$ cat config.mk
export PLATFORM = sky130hd
export DESIGN_NAME = multichannel_variable_delay_line
export DESIGN_NICKNAME = d
export VERILOG_FILES = /design/src/rtl/multichannel_variable_delay_line.sv
export SDC_FILE = /design/constraint.sdc
export NUM_CORES = 1
export LEC_CHECK = 0
export ABC_AREA = 1
export ABC_CLOCK_PERIOD_IN_PS = 19700
export CAP_MARGIN = 25
export CORE_ASPECT_RATIO = 0.75
export CORE_MARGIN = 5
export CORE_UTILIZATION = 30
export CTS_CLUSTER_DIAMETER = 150
export DETAILED_ROUTE_END_ITERATION = 8
export GPL_TIMING_DRIVEN = 0
export PLACE_DENSITY = 0.49
export SYNTH_ARGS = -nofsm -noshare
export SYNTH_HDL_FRONTEND = slang
export SYNTH_SLANG_ARGS = --single-unit
$ cat constraint.sdc
create_clock -name clk -period 19.7 [get_ports clk]
set_input_delay 1.97 -clock clk [delete_from_list [all_inputs] [get_ports clk]]
set_output_delay 1.97 -clock clk [all_outputs]
set_load 0.005 [all_outputs]
$ cat src/rtl/multichannel_variable_delay_line.sv
// Multi-channel, runtime-configurable delay line.
// Every lane has a MAX_DEPTH-entry shift chain. A depth mux reads entry D-1
// straight from the registers, so the delay is D advances with no extra output stage.
// The active depth D is loaded (and clamped) only on reset or clear.
module multichannel_variable_delay_line #(
  parameter int WIDTH     = 8,
  parameter int CHANNELS  = 3,
  parameter int MAX_DEPTH = 16,
  parameter int DW        = 5
) (
  input  logic                      clk,
  input  logic                      global_rst_n,
  input  logic                      rst,
  input  logic                      ce,
  input  logic                      in_valid,
  input  logic [DW-1:0]             cfg_depth,
  input  logic [CHANNELS*WIDTH-1:0] d,
  output logic [CHANNELS*WIDTH-1:0] out,
  output logic                      out_valid,
  output logic                      primed,
  output logic [DW-1:0]             fill_count,
  output logic                      cfg_err
);

  localparam int            AW    = (MAX_DEPTH > 1) ? $clog2(MAX_DEPTH) : 1;
  localparam logic [DW-1:0] MAX_D = DW'(MAX_DEPTH);

  logic [WIDTH-1:0] sr_q [CHANNELS][MAX_DEPTH];
  logic [DW-1:0]    depth_q, depth_d;
  logic [DW-1:0]    fill_q, fill_d;
  logic             out_valid_q;
  logic             cfg_err_q, cfg_err_d;
  logic             advance;
  logic [AW-1:0]    rd_sel;

  assign advance = ce && in_valid && global_rst_n && !rst;

  // Clamp the requested depth into 1..MAX_DEPTH and flag any clamping.
  always_comb begin
    depth_d   = cfg_depth;
    cfg_err_d = 1'b0;
    if (cfg_depth == '0) begin
      depth_d   = DW'(1);
      cfg_err_d = 1'b1;
    end else if (cfg_depth > MAX_D) begin
      depth_d   = MAX_D;
      cfg_err_d = 1'b1;
    end
  end

  // The fill counter saturates at the active depth. It never exceeds D, so equality is enough.
  assign fill_d = (fill_q == depth_q) ? fill_q : fill_q + 1'b1;

  // Storage and control: reset/clear > advance > hold. Reset and clear load the same values.
  always_ff @(posedge clk) begin
    if (!global_rst_n || rst) begin
      for (int k = 0; k < CHANNELS; k++) begin
        for (int i = 0; i < MAX_DEPTH; i++) begin
          sr_q[k][i] <= '0;
        end
      end
      fill_q      <= '0;
      out_valid_q <= 1'b0;
      depth_q     <= depth_d;
      cfg_err_q   <= cfg_err_d;
    end else if (advance) begin
      for (int k = 0; k < CHANNELS; k++) begin
        sr_q[k][0] <= d[k*WIDTH +: WIDTH];
        for (int i = 1; i < MAX_DEPTH; i++) begin
          sr_q[k][i] <= sr_q[k][i-1];
        end
      end
      fill_q      <= fill_d;
      out_valid_q <= (fill_d == depth_q);
    end else begin
      out_valid_q <= 1'b0;
    end
  end

  assign rd_sel = AW'(depth_q - 1'b1);

  // Depth mux: each lane presents its entry at depth D-1.
  always_comb begin
    out = '0;
    for (int k = 0; k < CHANNELS; k++) begin
      out[k*WIDTH +: WIDTH] = sr_q[k][rd_sel];
    end
  end

  assign out_valid  = out_valid_q;
  assign primed     = (fill_q == depth_q);
  assign fill_count = fill_q;
  assign cfg_err    = cfg_err_q;

endmodule

==> results of run 1 <==
Yosys cell counts, drive strengths merged:
library cell  count
dfxtp             6
edfxtp          390
ha                4
xnor2             2
clkinv            1
o22ai             1
nor3              2
o21ai           195
or2               1
inv             412
a21oi           196
nand2            61
a31o              1
nor4              1
clkbuf           45
nand4             1
xor2              2
nand3           157
o21bai            1
nor2            393
buf              76
logic make-up (layout without fill, tap and decap cells):
group | Yosys count | count (layout)
buffers and inverters | 534 | 677
and+or+nand+nor | 616 | 616
DFF | 396 | 396
AOI/OAI and AO/OA | 394 | 394
adders and majority gates | 4 | 4
xor gates and xnor gates | 4 | 4
other | 0 | 1
per-layer routing:
metal,wire length [um],vias to the layer above
met5,11,-
met4,1010,2
met3,4120,81
met2,22100,391
met1,26400,6262
li1,-,6562
tightest hold or removal path, cell delays in order (launching register included):
cell and delay (ps):
edfxtp_1 320, inv_1 50, nor2_1 90
final timing paths:
path / end / slack (ps)
max: out[11] / 12110
min: sr_q[0][72] / 540
max reg2reg: fill_count[3] / 17640
min reg2reg: sr_q[0][72] / 540
metrics by stage:
| step | util [%] | setup slack (ps) | instance area, um^2 | hold slack, ps | power, mW |
|---|---|---|---|---|---|
| after global placement | 32.8 | 3660 | 20200 | 535 | 1.41 |
| after floorplan | - | 8490 | 18600 | 531 | 1.21 |
| after global routing | 35.0 | 11870 | 21600 | 573 | 2.20 |
| after CTS | 35.0 | 12170 | 21600 | 541 | 2.13 |
| after detailed placement | 33.1 | 12760 | 20400 | 542 | 1.39 |
| final | 35.0 | 12110 | 21600 | 543 | 2.12 |
cells in the final DEF (no fill, tap or decap), drive strengths merged:
master	count
a21oi	196
a31o	1
buf	82
bufinv	1
clkbuf	105
clkdlybuf4s50	65
clkinv	11
dfxtp	6
diode	1
edfxtp	390
ha	4
inv	413
nand2	61
nand3	157
nand4	1
nor2	393
nor3	2
nor4	1
o21ai	195
o21bai	1
o22ai	1
or2	1
xnor2	2
xor2	2
power breakdown:
group          internal (mW)  switching (mW)
logic                  0.125           0.271
registers              0.966          0.0181
clock network          0.409           0.326
cell type report:
cell class | count | area [um^2] | area share [%]
plain buffers | 121 | 543 | 2.51
multi-input cells | 1018 | 4630 | 21.5
flip-flops and latches | 396 | 11800 | 54.8
well taps | 810 | 1010 | 4.69
diodes | 1 | 2.50 | 0.0116
repair buffers | 71 | 816 | 3.78
inverters | 413 | 1550 | 7.18
clock inverters | 12 | 81.3 | 0.377
clock buffers | 60 | 1130 | 5.22
flip-flops by register name, summed over array words and instances (netlist names):
name and flops:
out_valid 1, cfg_err 1, depth_q 5, sr_q 384
fill_count 5
==> flow_metrics.tcl, run 1 <==
set metrics [dict create \
    outcome "finished, final reports clean" \
    io_buffers 65 \
    synth_top_cell_by_area "edfxtp_1" \
    hold_viol_final 0 \
    fin_cells 2902 \
    drv_cap 0 \
    max-vdd-ir-drop_mv 0.0485 \
    antenna_left 0 \
    fin_skew_ps 24.7 \
    drt_iter0_markers 1492 \
    synth_top_family_by_area "simple AND/OR/NAND/NOR gates" \
    grt_pass1_wl_mm 80.7 \
    critPathBufInv 8 \
    grt_pass1_vias 12800 \
    synthTopCellsByArea "edfxtp_1, inv_1, nor2_1, a21oi_1, o21ai_0" \
    met2_usage_pct 22.9 \
    area_growth_syn_to_layout_pct 16.4 \
    hold_class "register to register" \
    clk_latency_ps 550 \
    p_leak_nw 8.14 \
    synth_nets 1986 \
    critPathLaunchType "register" \
    cp_common_cell "clkbuf_1" \
    syn_avg_cell_area_um2 9.52 \
    yosys.area_share.simple_pct 13.8 \
    path_clk_slew_ps 60 \
    cp_num_cells 14 \
    synthMuxAreaShare_pct 0 \
    ys_warn_count 0 \
    critical_path.max_fanout 10 \
    grt.met1_usage_pct 24.2 \
    tightest_slew_ps 1020 \
    die_h_um 225 \
    dp_cells 2829 \
    fp.coreArea_mm2 0.0617 \
    endpoint_kind "output pin" \
    drc 0 \
    cts.path.max_buffers 3 \
    die-width_um 297 \
    cts_root_buf "clkbuf_16" \
    worstPathArrival_ps 5620 \
    ios 66 \
    num_vias 13300 \
    drt-pass1-iter-count 5 \
    startpoint "depth_q[0]" \
    tns_ps 0 \
    fin_nets 2100 \
    postCtsHoldBufs 0 \
    fmax_mhz 132 \
    synth_top_area_share_pct 63.1 \
    synthAdderAreaFrac_pct 0.270 \
    wl_mm 53.6 \
    post-route-period-util_pct 38.5 \
    crit_type "register to output pin" \
    synth.distinct_cells 30 \
    crit_family "buffers and inverters" \
    slowest_delay_ps 790 \
    cts_sinks 396 \
    initial_utilization_pct 30.1 \
    grt_busiest_layer "met1" \
    cp_cell_sequence "inv_2, buf_6, buf_2, clkbuf_1, ha_1, buf_2, clkbuf_1, clkbuf_1, a21oi_1, o21ai_0, nand3_1, nand3_1, nand2_1, clkdlybuf4s50_1" \
    grt_use_total_pct 15.7 \
    synth.cell_area_mm2 0.0186 \
    synth-xor-area-share_pct 0.229 \
    place_congestion 0.871 \
    required_ps 17730 \
    syn_inst 1948 \
    grt_max_degree 71 \
    wl_per_cell_um 18.5 \
    seq_area_frac_synth_pct 63.8 \
    routed_via_density 4.58 \
    cp_slowest_cell "clkbuf_1" \
    grt_overflow 0 \
    drv_slew 0 \
    layout-drive-gt1-share_pct 6.41 \
    power.density_mw_per_mm2 97.9 \
    fillCellCount 6325 \
    period_minus_slack_ps 7590 \
    antenna_found_initial 2 \
    tritoncts "done" \
    grt_util_met3_pct 3.45 \
    rsz0062_at_grt "false" \
    setup_viol 0 \
    cts_resized 0 \
    dp_hpwl_mm 39.5 \
    hold_depth 2 \
    min_from "sr_q[0][80]" \
    reg2reg_depth 10 \
    ys_ff_latch 396 \
    r2r_start "depth_q[0]" \
    die_area_mm2 0.0670 \
    synth_compound_area_share_pct 10.7 \
    rows 79 \
    cts_inserted_buffers 41 \
    ctsHtreeMaxLevel 2 \
    post_cts_buffers 0 \
    slew_headroom_pct 32.3 \
]
Power figures use the tool's default switching activity.
==> inputs of run 2 (changes only) <==
Settings changed: ABC_CLOCK_PERIOD_IN_PS 19700 to 7300.
Clock period 19.7 ns to 7.3 ns, I/O delays scaled along.
==> run 2 against run 1 <==
Against the previous run:
- final cell count barely moved
- combinational power increased to 2.7 times the previous value
- sequential cell count unchanged
- die area unchanged
- critical path depth unchanged
- critical path type unchanged
- clock-buffer cell count shrank 9
- global-route usage is 0.071 points lower
- clock skew down 13 ps
- highest routed layer is now met4
- via count grew 1.4%
- first-iteration DRC count down 3.2%
- register-to-register slack got worse by 13000 ps
- largest cell class unchanged
- total power increased to 2.8 times the previous value
==> flow_metrics.tcl, run 2 (synthesis gave the netlist of run 1 again) <==
set metrics [dict create \
    dp_cells 2826 \
    antenna_found_initial 0 \
    grt_overflow 0 \
    rsz0062_at_grt "false" \
    mostFrequentLayoutCell "inv_1" \
    layout-drive-gt1-share_pct 6.59 \
    tns_ps 0 \
    seq_power_share_pct 45.4 \
    io_buffers 65 \
    netSwitchingFraction_pct 28.8 \
    min_from "sr_q[0][360]" \
    cts_resized 0 \
    period_minus_slack_ps 6520 \
    clock_power_share_pct 36.5 \
    wl_met1_mm 26.0 \
    startpoint "depth_q[0]" \
    die-width_um 297 \
    path_clk_slew_ps 70 \
    ctsHtreeMaxLevel 2 \
    cts.path.max_buffers 3 \
    clk_latency_ps 550 \
    grt_max_degree 117 \
    multi_input_area_mm2 0.00464 \
    r2r_start "depth_q[0]" \
    tightest_slew_ps 1050 \
    antenna_left 0 \
    p_leak_nw 8.16 \
    dp_hpwl_mm 39.3 \
    met3_length_mm 4.35 \
    fillCellCount 6363 \
    fin_ws_ps 780 \
    fin_util_pct 35.1 \
    die_area_mm2 0.0670 \
    endpoint_kind "output pin" \
    post_cts_buffers 0 \
    fin_nets 2098 \
    cts_root_buf "clkbuf_16" \
    outcome "finished, final reports clean" \
    fin_skew_ps 11.5 \
    critical_path.max_fanout 10 \
    power.density_mw_per_mm2 270 \
    fp.coreArea_mm2 0.0617 \
    die_h_um 225 \
    drt_iter0_markers 1445 \
    n_antenna_cell 0 \
    p_sw_mw 1.69 \
    regArea_mm2 0.0118 \
    tritoncts "done" \
    holdWs_ps 553 \
    fmax_mhz 153 \
    postCtsHoldBufs 0 \
    worstPathArrival_ps 5790 \
    crit_type "register to output pin" \
    route.met2.wl_mm 22.4 \
    hold_class "register to register" \
    setup_viol 0 \
    ios 66 \
    area_growth_syn_to_layout_pct 16.7 \
    critPathLaunchType "register" \
    routed_via_density 4.64 \
    required_ps 6570 \
    post-route-period-util_pct 89.3 \
    maxUsedRoutingLayer "met4" \
    place_congestion 0.900 \
    grt_pass1_vias 12900 \
    wl_mm 53.8 \
    hold_viol_final 0 \
    max-vdd-ir-drop_mv 0.157 \
    drv_cap 0 \
    pwr-share-comb_pct 18.1 \
    drc 0 \
    wl_per_cell_um 18.5 \
    fin_cells 2903 \
    rows 79 \
    num_vias 13500 \
    slew_headroom_pct 30.0 \
    dp_slack_ps 1500 \
    initial_utilization_pct 30.1 \
    p_int_mw 4.16 \
    grt_use_total_pct 15.7 \
    cts_inserted_buffers 42 \
    largest_register_ff_count 384 \
    grt_pass1_wl_mm 80.2 \
    drt-pass1-iter-count 5 \
    drv_slew 0 \
    cts_sinks 396 \
    final_cell_mix "inv_1, nor2_1, edfxtp_1" \
    largest-register "sr_q" \
]
## run 2: changes by cell type in the layout (fill, tap and decap cells not counted), sizes merged
| cell | previous run | this run |
|---|---|---|
| diode | 1 | 0 |
| clkbuf | 105 | 96 |
| clkinvlp | 0 | 1 |
| inv | 413 | 412 |
| bufinv | 1 | 3 |
| buf | 82 | 79 |
| clkinv | 11 | 23 |
## run 2: final timing paths
path	endpoint	slack [ps]	cells past startpoint
hold / removal	sr_q[0][352]	550	2
setup / recovery	out[9]	780	14
hold reg to reg	sr_q[0][352]	550	2
setup reg to reg	out_valid	5080	11
## run 2: layout make-up
cell class | instances | share of cell area, %
repair buffers | 68 | 3.39
multi-input cells | 1018 | 21.4
flip-flops and latches | 396 | 54.6
clock inverters | 26 | 0.878
inverters | 413 | 7.16
clock buffers | 51 | 5.30
plain buffers | 121 | 2.51
well taps | 810 | 4.68
## run 2: metrics by stage
step	cell area [um^2]	power [mW]
floorplan	18600	3.25
global placement	20200	3.77
detailed placement	20300	3.76
CTS	21700	5.89
global route	21700	6.09
finish	21700	5.85
## run 2: metal layers
metal / track usage [%] / vias up
li1: - / 6567
met1: 23.9 / 6361
met2: 23.0 / 482
met3: 3.22 / 68
met4: 3.43 / 0
met5: 0 / -
## run 2: power groups by stage
stage          registers, mW  logic [mW]  clock network, mW
2_1_floorplan           2.71       0.543                  0
3_3_place_gp            2.74        1.04                  0
3_5_place_dp            2.70        1.05                  0
4_1_cts                 2.66        1.06               2.18
5_1_grt                 2.67        1.15               2.27
6_report                2.66        1.06               2.13
## run 2: worst max-delay path, stage by stage (launching register included)
cell             delay (ps)
edfxtp_1                570
inv_2                   270
buf_6                   230
buf_2                   420
clkbuf_1                600
ha_1                    240
buf_2                   270
clkbuf_1                820
clkbuf_1                430
a21oi_1                  70
o21ai_0                 130
nand3_1                 190
nand3_1                 260
nand2_1                 200
clkdlybuf4s50_1         510
==> inputs of run 3 (changes only) <==
Settings changed: RECOVER_POWER set to 25.
==> run 3 against run 2 <==
Against the previous run:
- the flow now finishes with violations (capacitance limit, slew limit)
- critical path depth is the same
- clock-buffer cell count is the same
- final cell count is the same
- cell area shrank 0.21%
- clock skew is essentially flat
- sequential cell count is the same
- register-to-register slack lost 440 ps
- non-clock buffer count is the same
- largest power group unchanged
- sequential share of layout area grew 0.11 points
==> flow_metrics.tcl, run 3 (synthesis gave the netlist of run 1 again) <==
set metrics [dict create \
    worstPathArrival_ps 5820 \
    crit_type "register to output pin" \
    wl_mm 53.8 \
    largest-register "sr_q" \
    r2r_start "depth_q[0]" \
    routed_via_density 4.66 \
    cts_sinks 396 \
    power.density_mw_per_mm2 271 \
    n_antenna_cell 0 \
    grt_pass1_vias 12900 \
    place_congestion 0.900 \
    fmax_mhz 153 \
    slew_headroom_pct -132 \
    cts_resized 0 \
    hold_class "register to register" \
    clk_latency_ps 550 \
    regArea_mm2 0.0118 \
    holdWs_ps 551 \
    drv_cap 2 \
    cp_common_cell "clkbuf_1" \
    postLayoutCellArea_mm2 0.0216 \
    rsz0062_at_grt "false" \
    critPathLaunchType "register" \
    p_leak_nw 8.17 \
    grt_max_degree 117 \
    min_from "sr_q[0][360]" \
    antenna_left 0 \
    dpl_cell_area_mm2 0.0203 \
    critPathBufInv 8 \
    mostFrequentLayoutCell "inv_1" \
    largest_register_ff_count 384 \
    fp.coreArea_mm2 0.0617 \
    dp_hpwl_mm 39.3 \
    fin_nets 2098 \
    crit_family "buffers and inverters" \
    multi_input_area_mm2 0.00462 \
    die_h_um 225 \
    fin_ws_ps 750 \
    tritoncts "done" \
    rows 79 \
    tightest_slew_ps 3470 \
    min_to "sr_q[0][352]" \
    critical_path.max_fanout 10 \
    final_cell_mix "inv_1, nor2_1, edfxtp_1" \
    fin_util_pct 35.0 \
    path_clk_slew_ps 70 \
    cp_slowest_cell "clkbuf_1" \
    period_minus_slack_ps 6550 \
    grt_overflow 0 \
    post_cts_buffers 0 \
    required_ps 6570 \
    drv_slew 167 \
    drt_iter0_markers 1457 \
    die_area_mm2 0.0670 \
    ctsHtreeMaxLevel 2 \
    cp_cell_sequence "inv_2, buf_6, buf_2, clkbuf_1, ha_1, buf_2, clkbuf_1, clkbuf_1, a21oi_1, o21ai_0, nand3_1, nand3_1, nand2_1, clkdlybuf4s50_1" \
    cts_root_buf "clkbuf_16" \
    post-route-period-util_pct 89.7 \
    cts_inserted_buffers 42 \
    setup_viol 0 \
    postCtsHoldBufs 0 \
    hold_viol_final 0 \
    antenna_found_initial 0 \
    layout-drive-gt1-share_pct 6.35 \
    dp_slack_ps 1500 \
    fillCellCount 6368 \
    io_buffers 65 \
    ios 66 \
    grt_pass1_wl_mm 80.2 \
    violations "capacitance limit, slew limit" \
    wl_per_cell_um 18.5 \
    drt-pass1-iter-count 5 \
    fin_skew_ps 11.7 \
    max-vdd-ir-drop_mv 0.157 \
    cts.path.max_buffers 3 \
    initial_utilization_pct 30.1 \
    endpoint_kind "output pin" \
    area_growth_syn_to_layout_pct 16.5 \
    r2r_slack_ps 4640 \
    outcome "finished with violations" \
    slowest_delay_ps 830 \
    drc 0 \
    hold_depth 2 \
    r2r_end "out_valid" \
    die-width_um 297 \
    reg2reg_depth 11 \
    num_vias 13500 \
    grt_use_total_pct 15.7 \
]
[run 3: changes by cell type in the layout (fill, tap and decap cells not counted), sizes merged]
cell / previous run / this run
clkdlybuf4s50: 65 / 56
dlygate4sd3: 0 / 9
buf: 79 / 75
clkbuf: 96 / 100
[run 3: metal layers]
| layer | vias up | GRT usage (%) | routed length [um] |
|---|---|---|---|
| met5 | - | 0 | 0 |
| li1 | 6574 | - | - |
| met4 | 0 | 3.43 | 1060 |
| met1 | 6395 | 23.9 | 25700 |
| met2 | 483 | 23.0 | 22400 |
| met3 | 69 | 3.22 | 4590 |
[run 3: report_power, final]
part	internal [mW]	total [mW]	switching, mW
registers	2.61	2.66	0.0480
clock network	1.22	2.13	0.910
logic	0.331	1.06	0.724
[run 3: how the worst max path moves through the flow]
stage	startpoint	end	slack, ps	cells past startpoint
3_3_place_gp	global_rst_n	sr_q[0][124]	-1750	4
3_5_place_dp	depth_q[0]	out[11]	1500	14
5_1_grt	global_rst_n	sr_q[0][243]	620	6
2_1_floorplan	global_rst_n	sr_q[0][0]	1230	3
4_1_cts	depth_q[0]	out[11]	880	14
6_report	depth_q[0]	out[9]	750	14
[run 3: cell type report]
class	instances	share of cell area, %
Clock inverter	26	0.880
Clock buffer	51	5.32
Multi-Input combinational cell	1018	21.4
Sequential cell	396	54.8
Timing Repair Buffer	68	3.29
Tap cell	810	4.69
Inverter	413	7.17
Buffer	121	2.50
[run 3: worst min-delay path: stages, from the launching register on]
cell and delay, ps:
edfxtp_1 320, inv_1 50, nor2_1 90
[run 3: metrics by stage]
step / instances / setup TNS [ps] / total power, mW
after floorplan: 1948 / 0 / 3.25
after global placement: 2823 / -659560 / 3.77
after detailed placement: 2826 / 0 / 3.76
after CTS: 2903 / 0 / 5.89
after global routing: 2903 / 0 / 6.09
final: 2903 / 0 / 5.85
